**config.mk**
```make
export PLATFORM = sky130hd
export DESIGN_NAME = pixel_readout_flat
export DESIGN_NICKNAME = d
export VERILOG_FILES = /design/src/rtl/pixel_readout_if.sv /design/src/rtl/pixel_readout.sv /design/src/flat_wrapper.sv
export SDC_FILE = /design/constraint.sdc
export NUM_CORES = 1
export LEC_CHECK = 0
export ABC_AREA = 1
export BUFFER_PORTS_ARGS = -buffer_cell sky130_fd_sc_hd__clkbuf_2
export CELL_PAD_IN_SITES_DETAIL_PLACEMENT = 1
export CELL_PAD_IN_SITES_GLOBAL_PLACEMENT = 1
export CORE_ASPECT_RATIO = 1.4
export CORE_UTILIZATION = 40
export CTS_CLUSTER_SIZE = 16
export DETAILED_ROUTE_END_ITERATION = 6
export GPL_TIMING_DRIVEN = 0
export HOLD_SLACK_MARGIN = 0.06
export PLACE_DENSITY_LB_ADDON = 0.1
export SYNTH_ARGS = -nofsm -noshare
export SYNTH_HDL_FRONTEND = slang
export SYNTH_SLANG_ARGS = --single-unit
```
**constraint.sdc**
```tcl
create_clock -name clk -period 5 [get_ports clk]
set_clock_uncertainty 0.2 [all_clocks]
set_input_delay 0.25 -clock clk [delete_from_list [all_inputs] [get_ports clk]]
set_output_delay 0.25 -clock clk [all_outputs]
set_load 0.01 [all_outputs]
```
**src/rtl/pixel_readout_if.sv**
```systemverilog
// Pixel stream from the readout buffer to the downstream image path.
interface pixel_readout_if #(
   parameter int unsigned DATA_W = 8
);
   logic [DATA_W-1:0] pix_data;
   logic              pix_valid;
   logic              pix_ready;
   logic              pix_last;

   modport master (
      output pix_data,
      output pix_valid,
      output pix_last,
      input  pix_ready
   );

   modport slave (
      input  pix_data,
      input  pix_valid,
      input  pix_last,
      output pix_ready
   );
endinterface

```
**src/rtl/pixel_readout.sv**
```systemverilog
// Pixel-array readout: measures exposure, captures two amplifier rows from the ADC into a
// frame buffer, then streams the buffer out over a valid/ready handshake.
module pixel_readout #(
   parameter int unsigned DATA_W      = 8,
   parameter int unsigned NUM_SAMPLES = 5,
   parameter int unsigned EXP_W       = 5
) (
   input  logic              clk,
   input  logic              reset,
   input  logic              erase,
   input  logic              expose,
   input  logic              nre1,
   input  logic              nre2,
   input  logic              adc,
   input  logic [DATA_W-1:0] adc_data,
   pixel_readout_if.master   pix,
   output logic [EXP_W-1:0]  exp_cycles,
   output logic              frame_done,
   output logic              err
);
   localparam int unsigned DEPTH = 2 * NUM_SAMPLES;
   localparam int unsigned PTR_W = $clog2(DEPTH);
   localparam int unsigned CNT_W = $clog2(NUM_SAMPLES + 1);
   localparam logic [PTR_W-1:0] LAST_PTR  = PTR_W'(DEPTH - 1);
   localparam logic [PTR_W-1:0] ROW2_BASE = PTR_W'(NUM_SAMPLES);
   localparam logic [CNT_W-1:0] ROW_LEN   = CNT_W'(NUM_SAMPLES);

   typedef enum logic [2:0] {
      StIdle, StExpose, StWaitRow1, StRow1, StWaitRow2, StRow2, StDrain
   } state_e;

   state_e            state_q, state_d;
   logic [CNT_W-1:0]  cnt_q, cnt_d;
   logic [PTR_W-1:0]  rd_q, rd_d;
   logic [EXP_W-1:0]  exp_cnt_q, exp_cnt_d;
   logic [EXP_W-1:0]  exp_cycles_q, exp_cycles_d;
   logic              err_q, err_d;
   logic              done_q, done_d;
   logic [DATA_W-1:0] mem_q [DEPTH];

   logic             row1_smp, row2_smp, both_low, stray_adc, in_row, xfer, last_xfer;
   logic             wr_en, clr_buf;
   logic [PTR_W-1:0] wr_addr;

   // A sample counts only when exactly one row select is active.
   assign both_low  = ~nre1 & ~nre2;
   assign row1_smp  = adc & ~nre1 & nre2;
   assign row2_smp  = adc & nre1 & ~nre2;
   assign stray_adc = adc & nre1 & nre2 & ~(state_q inside {StIdle, StExpose});
   assign in_row    = state_q inside {StWaitRow1, StRow1, StWaitRow2, StRow2};
   assign xfer      = (state_q == StDrain) & pix.pix_ready;
   assign last_xfer = xfer & (rd_q == LAST_PTR);

   // State register.
   always_ff @(posedge clk) begin
      if (!reset) state_q <= StIdle;
      else        state_q <= state_d;
   end

   // Next-state logic; erase aborts any capture phase.
   always_comb begin
      state_d = state_q;
      unique case (state_q)
         StIdle:     if (expose) state_d = StExpose;
         StExpose:   if (!expose) state_d = StWaitRow1;
         StWaitRow1: if (erase) state_d = StIdle; else if (row1_smp) state_d = StRow1;
         StRow1:     if (erase) state_d = StIdle; else if (!adc) state_d = StWaitRow2;
         StWaitRow2: if (erase) state_d = StIdle; else if (row2_smp) state_d = StRow2;
         StRow2:     if (erase) state_d = StIdle; else if (!adc) state_d = StDrain;
         StDrain:    if (last_xfer) state_d = StIdle;
         default:    state_d = StIdle;
      endcase
   end

   // Datapath next-state: exposure counter, row counter, buffer writes, read pointer, err.
   always_comb begin
      cnt_d        = cnt_q;
      rd_d         = rd_q;
      exp_cnt_d    = exp_cnt_q;
      exp_cycles_d = exp_cycles_q;
      wr_en        = 1'b0;
      wr_addr      = '0;
      clr_buf      = 1'b0;
      done_d       = last_xfer;
      err_d        = err_q | both_low | stray_adc | (in_row & (erase | expose))
                   | ((state_q == StDrain) & expose) | ((state_q == StWaitRow1) & row2_smp);
      unique case (state_q)
         StIdle: begin
            rd_d = '0;
            if (expose) exp_cnt_d = EXP_W'(1);
         end
         StExpose: begin
            if (expose) begin
               if (exp_cnt_q != '1) exp_cnt_d = exp_cnt_q + 1'b1;
            end else begin
               exp_cycles_d = exp_cnt_q;
               // Pre-zero the buffer so short rows read back as 0.
               clr_buf      = 1'b1;
            end
         end
         StWaitRow1: begin
            if (!erase && row1_smp) begin
               wr_en = 1'b1;
               cnt_d = CNT_W'(1);
            end
         end
         StRow1: begin
            if (!erase) begin
               if (row1_smp) begin
                  if (cnt_q < ROW_LEN) begin
                     wr_en   = 1'b1;
                     wr_addr = PTR_W'(cnt_q);
                     cnt_d   = cnt_q + 1'b1;
                  end else begin
                     err_d = 1'b1;
                  end
               end else if (!adc && cnt_q < ROW_LEN) begin
                  err_d = 1'b1;
               end
            end
         end
         StWaitRow2: begin
            if (!erase && row2_smp) begin
               wr_en   = 1'b1;
               wr_addr = ROW2_BASE;
               cnt_d   = CNT_W'(1);
            end
         end
         StRow2: begin
            if (!erase) begin
               if (row2_smp) begin
                  if (cnt_q < ROW_LEN) begin
                     wr_en   = 1'b1;
                     wr_addr = ROW2_BASE + PTR_W'(cnt_q);
                     cnt_d   = cnt_q + 1'b1;
                  end else begin
                     err_d = 1'b1;
                  end
               end else if (!adc && cnt_q < ROW_LEN) begin
                  err_d = 1'b1;
               end
            end
         end
         StDrain: begin
            if (xfer) rd_d = last_xfer ? '0 : rd_q + 1'b1;
         end
         default: ;
      endcase
   end

   // Datapath registers.
   always_ff @(posedge clk) begin
      if (!reset) begin
         cnt_q        <= '0;
         rd_q         <= '0;
         exp_cnt_q    <= '0;
         exp_cycles_q <= '0;
         err_q        <= 1'b0;
         done_q       <= 1'b0;
      end else begin
         cnt_q        <= cnt_d;
         rd_q         <= rd_d;
         exp_cnt_q    <= exp_cnt_d;
         exp_cycles_q <= exp_cycles_d;
         err_q        <= err_d;
         done_q       <= done_d;
      end
   end

   // Frame buffer; contents are not reset.
   always_ff @(posedge clk) begin
      if (clr_buf) begin
         for (int i = 0; i < DEPTH; i++) mem_q[i] <= '0;
      end else if (wr_en) begin
         mem_q[wr_addr] <= adc_data;
      end
   end

   // Stream outputs follow the read pointer for the whole drain phase.
   always_comb begin
      pix.pix_valid = (state_q == StDrain);
      pix.pix_data  = '0;
      pix.pix_last  = 1'b0;
      if (state_q == StDrain) begin
         pix.pix_data = mem_q[rd_q];
         pix.pix_last = (rd_q == LAST_PTR);
      end
   end

   assign exp_cycles = exp_cycles_q;
   assign frame_done = done_q;
   assign err        = err_q;
endmodule

```
**src/flat_wrapper.sv**
```systemverilog
// flat-port wrapper written by rule: the top's interface ports become plain ports
module pixel_readout_flat 
#(
   parameter int unsigned DATA_W      = 8,
   parameter int unsigned NUM_SAMPLES = 5,
   parameter int unsigned EXP_W       = 5
)
  (clk, reset, erase, expose, nre1, nre2, adc, adc_data, exp_cycles, frame_done, err, pix_pix_data, pix_pix_valid, pix_pix_last, pix_pix_ready);
  pixel_readout_if #(.DATA_W(DATA_W)) pix_i ();
  input  logic clk;
  input  logic reset;
  input  logic erase;
  input  logic expose;
  input  logic nre1;
  input  logic nre2;
  input  logic adc;
  input  logic [DATA_W-1:0] adc_data;
  output logic [EXP_W-1:0] exp_cycles;
  output logic frame_done;
  output logic err;
  output wire logic [$bits(pix_i.pix_data)-1:0] pix_pix_data;
  output wire logic [$bits(pix_i.pix_valid)-1:0] pix_pix_valid;
  output wire logic [$bits(pix_i.pix_last)-1:0] pix_pix_last;
  input wire logic [$bits(pix_i.pix_ready)-1:0] pix_pix_ready;
  assign pix_pix_data = pix_i.pix_data;
  assign pix_pix_valid = pix_i.pix_valid;
  assign pix_pix_last = pix_i.pix_last;
  assign pix_i.pix_ready = pix_pix_ready;
  pixel_readout #(.DATA_W(DATA_W), .NUM_SAMPLES(NUM_SAMPLES), .EXP_W(EXP_W)) u_core (.clk(clk), .reset(reset), .erase(erase), .expose(expose), .nre1(nre1), .nre2(nre2), .adc(adc), .adc_data(adc_data), .pix(pix_i), .exp_cycles(exp_cycles), .frame_done(frame_done), .err(err));
endmodule
```
Word-level counts from Yosys, hierarchy flattened

Memory sizes are Yosys's and may differ from the RTL's. A register that Yosys moved wholly into a read port is not among the register bits.
Index checks and enable logic that the tools add are counted.

Register bits: 22
Memories: 1
Output and inout bits: 17
Bits in writable memories: 80

Memory list:

| name         | words | width | read ports | clocked after memory_dff | write ports | line                | source |
|---|---|---|---|---|---|---|---|
| u_core.mem_q | 10    | 8     | 1          | 1                        | 10          | pixel_readout.sv:39 | `logic [DATA_W-1:0] mem_q [DEPTH];` |

Reduce and logical (&&, ||, !) cells: 15
Equal/unequal tests: 24
$add $sub $neg: 4
$lt $le $gt $ge: 1
Multiplexer cells: 64
Bitwise gates (word level): 22

Operator list:

| kind                                                 | number |
|---|---|
| two-way mux 3 bit                                    | 20 |
| two-way mux 4 bit                                    | 10 |
| two-way mux 1 bit                                    | 22 |
| case mux 3 bit (7 select lines)                      | 1 |
| two-way mux 8 bit                                    | 2 |
| != test 2 bit (second input constant)                | 8 |
| two-way mux 5 bit                                    | 3 |
| AND reduction 7 bit                                  | 2 |
| bitwise AND 1 bit                                    | 12 |
| case mux 3 bit (4 select lines)                      | 1 |
| case mux 4 bit (3 select lines)                      | 1 |
| case mux 5 bit (2 select lines)                      | 1 |
| equality test 3 bit (second input constant)          | 3 |
| != test 2 x 1 -> 1 bit (second input constant)       | 4 |
| case mux 4 bit (2 select lines)                      | 1 |
| OR reduction 8 bit                                   | 1 |
| equality test 3 x 2 -> 1 bit (second input constant) | 2 |
| != test 3 x 2 -> 1 bit (second input constant)       | 2 |
| != test 3 bit (second input constant)                | 2 |
| bitwise OR 1 bit                                     | 6 |
| adder 5 x 1 -> 5 bit (second input constant)         | 1 |
| != test 5 bit (second input constant)                | 1 |
| adder 3 x 3 -> 4 bit (first input constant)          | 1 |
| adder 4 x 1 -> 4 bit (second input constant)         | 1 |
| 14 further kinds                                     | 22 |

Longest topological paths before layout

Depth in word-level cells: 12
Mapped depth: 13
Mapped depth without buffers: 12

Worst setup path before layout

No wires, ideal clock.

Path type: reg2reg
From: reg u_core.state_q[2]
To: mem u_core.mem_q[12][0] (enable)
Cell stages (with the launch flop): 9
Setup slack: 2.278 ns
Data required time: 4.417 ns
Data arrival time: 2.139 ns
Clock period less this slack: 2.722 ns
Cells stage by stage: dfxtp_1 > buf_2 > inv_1 > ha_1 > inv_1 > nor2_4 > buf_6 > nand3_1 > nor3_1

RTL lines:

| what                   | line                | source |
|---|---|---|
| start, declared        | pixel_readout.sv:32 | `state_e state_q, state_d;` |
| start signal, assigned | pixel_readout.sv:56 | `if (!reset) state_q <= StIdle;` |
| start signal, assigned | pixel_readout.sv:57 | `else state_q <= state_d;` |
| end, declared          | pixel_readout.sv:39 |  |

==> out/results.txt <==
worst min path class = input port to flip-flop
Post-Syn Area = 0.00710 mm2
Cell Pwr Density = 506 mW/mm2
Total GRT Usage = 26.1%
Gate power share = 27.8%
vias in the first global route = 5913
Final period util = 66.9%
Clock Power Share = 32.5%
Routed Wire Length = 22200 um
Final WS setup = 1.66 ns
Worst Tran Pin Value = 1.04 ns
hpwl dp = 16400 um
NetSw = 1.48 mW
die area = 0.0183 mm2
Worst Setup End Kind = primary output
worst relative slew slack = 30.1%
Sw Ratio = 35.5%
total inserted antenna cells = 0
Std-Cell Rows = 57
pin count of the biggest net entering global routing = 17
Tmin final = 3.34 ns
Remaining Overflow, GRT = 0
routability cong. = 0.907
I/O Buffers = 31
Max H-tree Level = 4
most frequent cells in the layout = nor2_1, edfxtp_1, o21ai_0, inv_1, nand2_1
Setup crit start kind = flip-flop
highest clock rate = 0.299 GHz
Die X = 115 um
crit path kind = flip-flop to primary output
WP data arrival = 2.89 ns
Setup-failing EPs final = 0
nets = 784
sequential share of power = 39.7%
DR vias/cell = 5.40
Final Hold Viols = 0
fin. max-slew vios = 0
Max IR drop VDD = 0.230 mV
PostCTS Resize Cnt = 0
initial core utilization = 41.0%
Pint = 2.68 mW
post-synth cell types = 37
clk slew on worst S/H paths = 0.06 ns
layout overhead on the synthesized area = 15.7%
Layout fillers = 1966
IO Count = 33
outcome = finished, final reports clean
DR WL/cell = 22.0 um
first-pass detailed-route iteration total = 5
via count = 5453
total power = 4.16 mW
Leak Pwr = 3.03 nW
layout cell share with drive strength beyond 1 = 13.8%
worst path required time = 4.55 ns
Clock Root Buffer = clkbuf_16
CTS Hold Bufs = 3
sequential fraction of the synthesis area = 61.5%
Avg Synthesized Cell Area = 10.1 um2
clock buffer count from CTS = 17
Initial DRC Count = 458
Placement Setup Slack = 1.68 ns
core footprint = 0.0173 mm2
synthesized flop and latch total = 154
post-CTS setup buffer count = 0
initial antenna violation count = 0
area used by multi-input combinational logic = 0.00242 mm2
commonest non-fill, non-tap cell in the layout = nor2_1
Syn. warnings = 0
Placed Area = 0.00756 mm2
TritonCTS clock tree = built
setup TNS = 0 ns
RSZ-0062 raised after global routing = no
synthesized instance count = 706
FF/Latch Area = 0.00436 mm2
# DRC = 0
post-route cell area = 0.00821 mm2
Syn Nets = 730
DIE HEIGHT = 160 um
Worst Path Max Fanout = 10
clock sinks = 154
max-cap check violation count = 0
Clock Path Buffers = 2
post-layout util = 47.4%
ANT nets after route = 0
first-pass GRT wire length = 34100 um
Clk Latency, worst-skew pair = 0.43 ns
==> logic make-up (layout without fill, tap and decap cells) <==
family                   after synthesis  count (layout)  share of synthesized area [%]
AND/OR/NAND/NOR                      301             301                           19.1
AO/OA/AOI/OAI                        158             158                           13.2
XOR/XNOR                               3               3                          0.370
adder cells (fa/ha/maj)                8               8                           1.41
flip-flops                           154             154                           61.5
buffers and inverters                 82             149                           4.51
==> power groups by stage <==
stage	clock network (mW)	registers [mW]	logic, mW
6_report	1.35	1.65	1.15
4_1_cts	1.36	1.65	1.15
3_5_place_dp	0	1.68	1.14
2_1_floorplan	0	1.64	0.728
5_1_grt	1.41	1.66	1.28
3_3_place_gp	0	1.67	1.12
==> Yosys cell counts <==
library cell	n	area [um2]
nor3b_1	1	7.51
o21ai_0	85	425
nand3_2	3	30.0
ha_1	8	100
nand3b_1	1	7.51
a221oi_1	1	8.76
nand2_1	46	173
buf_6	1	11.3
inv_1	47	176
buf_1	2	7.51
nor3_1	18	90.1
clkbuf_1	23	86.3
o221ai_1	22	193
or2_2	1	6.26
a21oi_1	22	110
buf_2	4	20.0
a31oi_1	1	6.26
o211ai_1	10	75.1
a211oi_1	1	7.51
a22oi_1	1	7.51
xnor2_1	1	8.76
dfxtp_1	26	521
o21ai_1	3	15.0
nor4_1	2	12.5
nor2_4	5	56.3
nand3_1	21	105
nand2_2	14	87.6
edfxtp_1	128	3840
nand4_1	4	25.0
xor2_1	2	17.5
nand2_4	5	56.3
nand3_4	1	17.5
a21oi_4	1	16.3
nor2_2	3	18.8
inv_2	5	18.8
nor2_1	176	661
o22ai_1	11	68.8
==> metrics by stage <==
step / instances / hold WS [ns]
2_1_floorplan: 706 / 0.185
3_3_place_gp: 973 / 0.264
3_5_place_dp: 974 / 0.261
4_1_cts: 1009 / 0.0954
5_1_grt: 1009 / 0.138
6_report: 1009 / 0.0821
==> critical path, cell delays in order (launching register included) <==
cell and delay [ns]:
dfxtp_1 0.35, clkbuf_1 0.39, clkbuf_1 0.46, o21ai_0 0.19
o221ai_1 0.43, o211ai_1 0.26, a21oi_1 0.22, clkbuf_2 0.16
==> worst paths after layout <==
| kind | end | from | cells after the start | slack (ns) |
|---|---|---|---|---|
| max | pix_pix_data[4] | flip-flop | 7 | 1.66 |
| min | u_core.err | expose | 5 | 0.08 |
| max reg2reg | u_core.mem_q[9][0] | u_core.state_q[1] | 9 | 1.70 |
| min reg2reg | u_core.exp_cycles[0] | u_core.exp_cycles[0] | 2 | 0.27 |
==> final cells by class <==
| cell class | count | share of cell area (%) |
|---|---|---|
| flip-flops and latches | 154 | 53.1 |
| multi-input cells | 470 | 29.4 |
| clock buffers | 20 | 5.56 |
| well taps | 236 | 3.60 |
| repair buffers | 35 | 2.39 |
| inverters | 52 | 2.38 |
| clock inverters | 12 | 1.97 |
| plain buffers | 30 | 1.52 |
==> flip-flops by register name (all words and copies together), names as in the netlist, named ones only <==
register	flops
u_core.mem_q	128
u_core.exp_cnt_q	5
u_core.exp_cycles	5
u_core.rd_q	4
u_core.cnt_q	3
u_core.state_q	3
u_core.err	1
u_core.frame_done	1
==> metal layers <==
metal  part of all wire [%]  vias to the layer above  routed length, um  track usage, %
met4                    4.8                        0               1060            14.6
met2                     55                      134              12200            48.4
met1                     37                     2679               8260            28.0
met5                      0                        -                  0               0
li1                       -                     2591                  -               -
met3                    3.0                       49                675            3.38
Note: power is estimated with default switching activity, not from simulation.
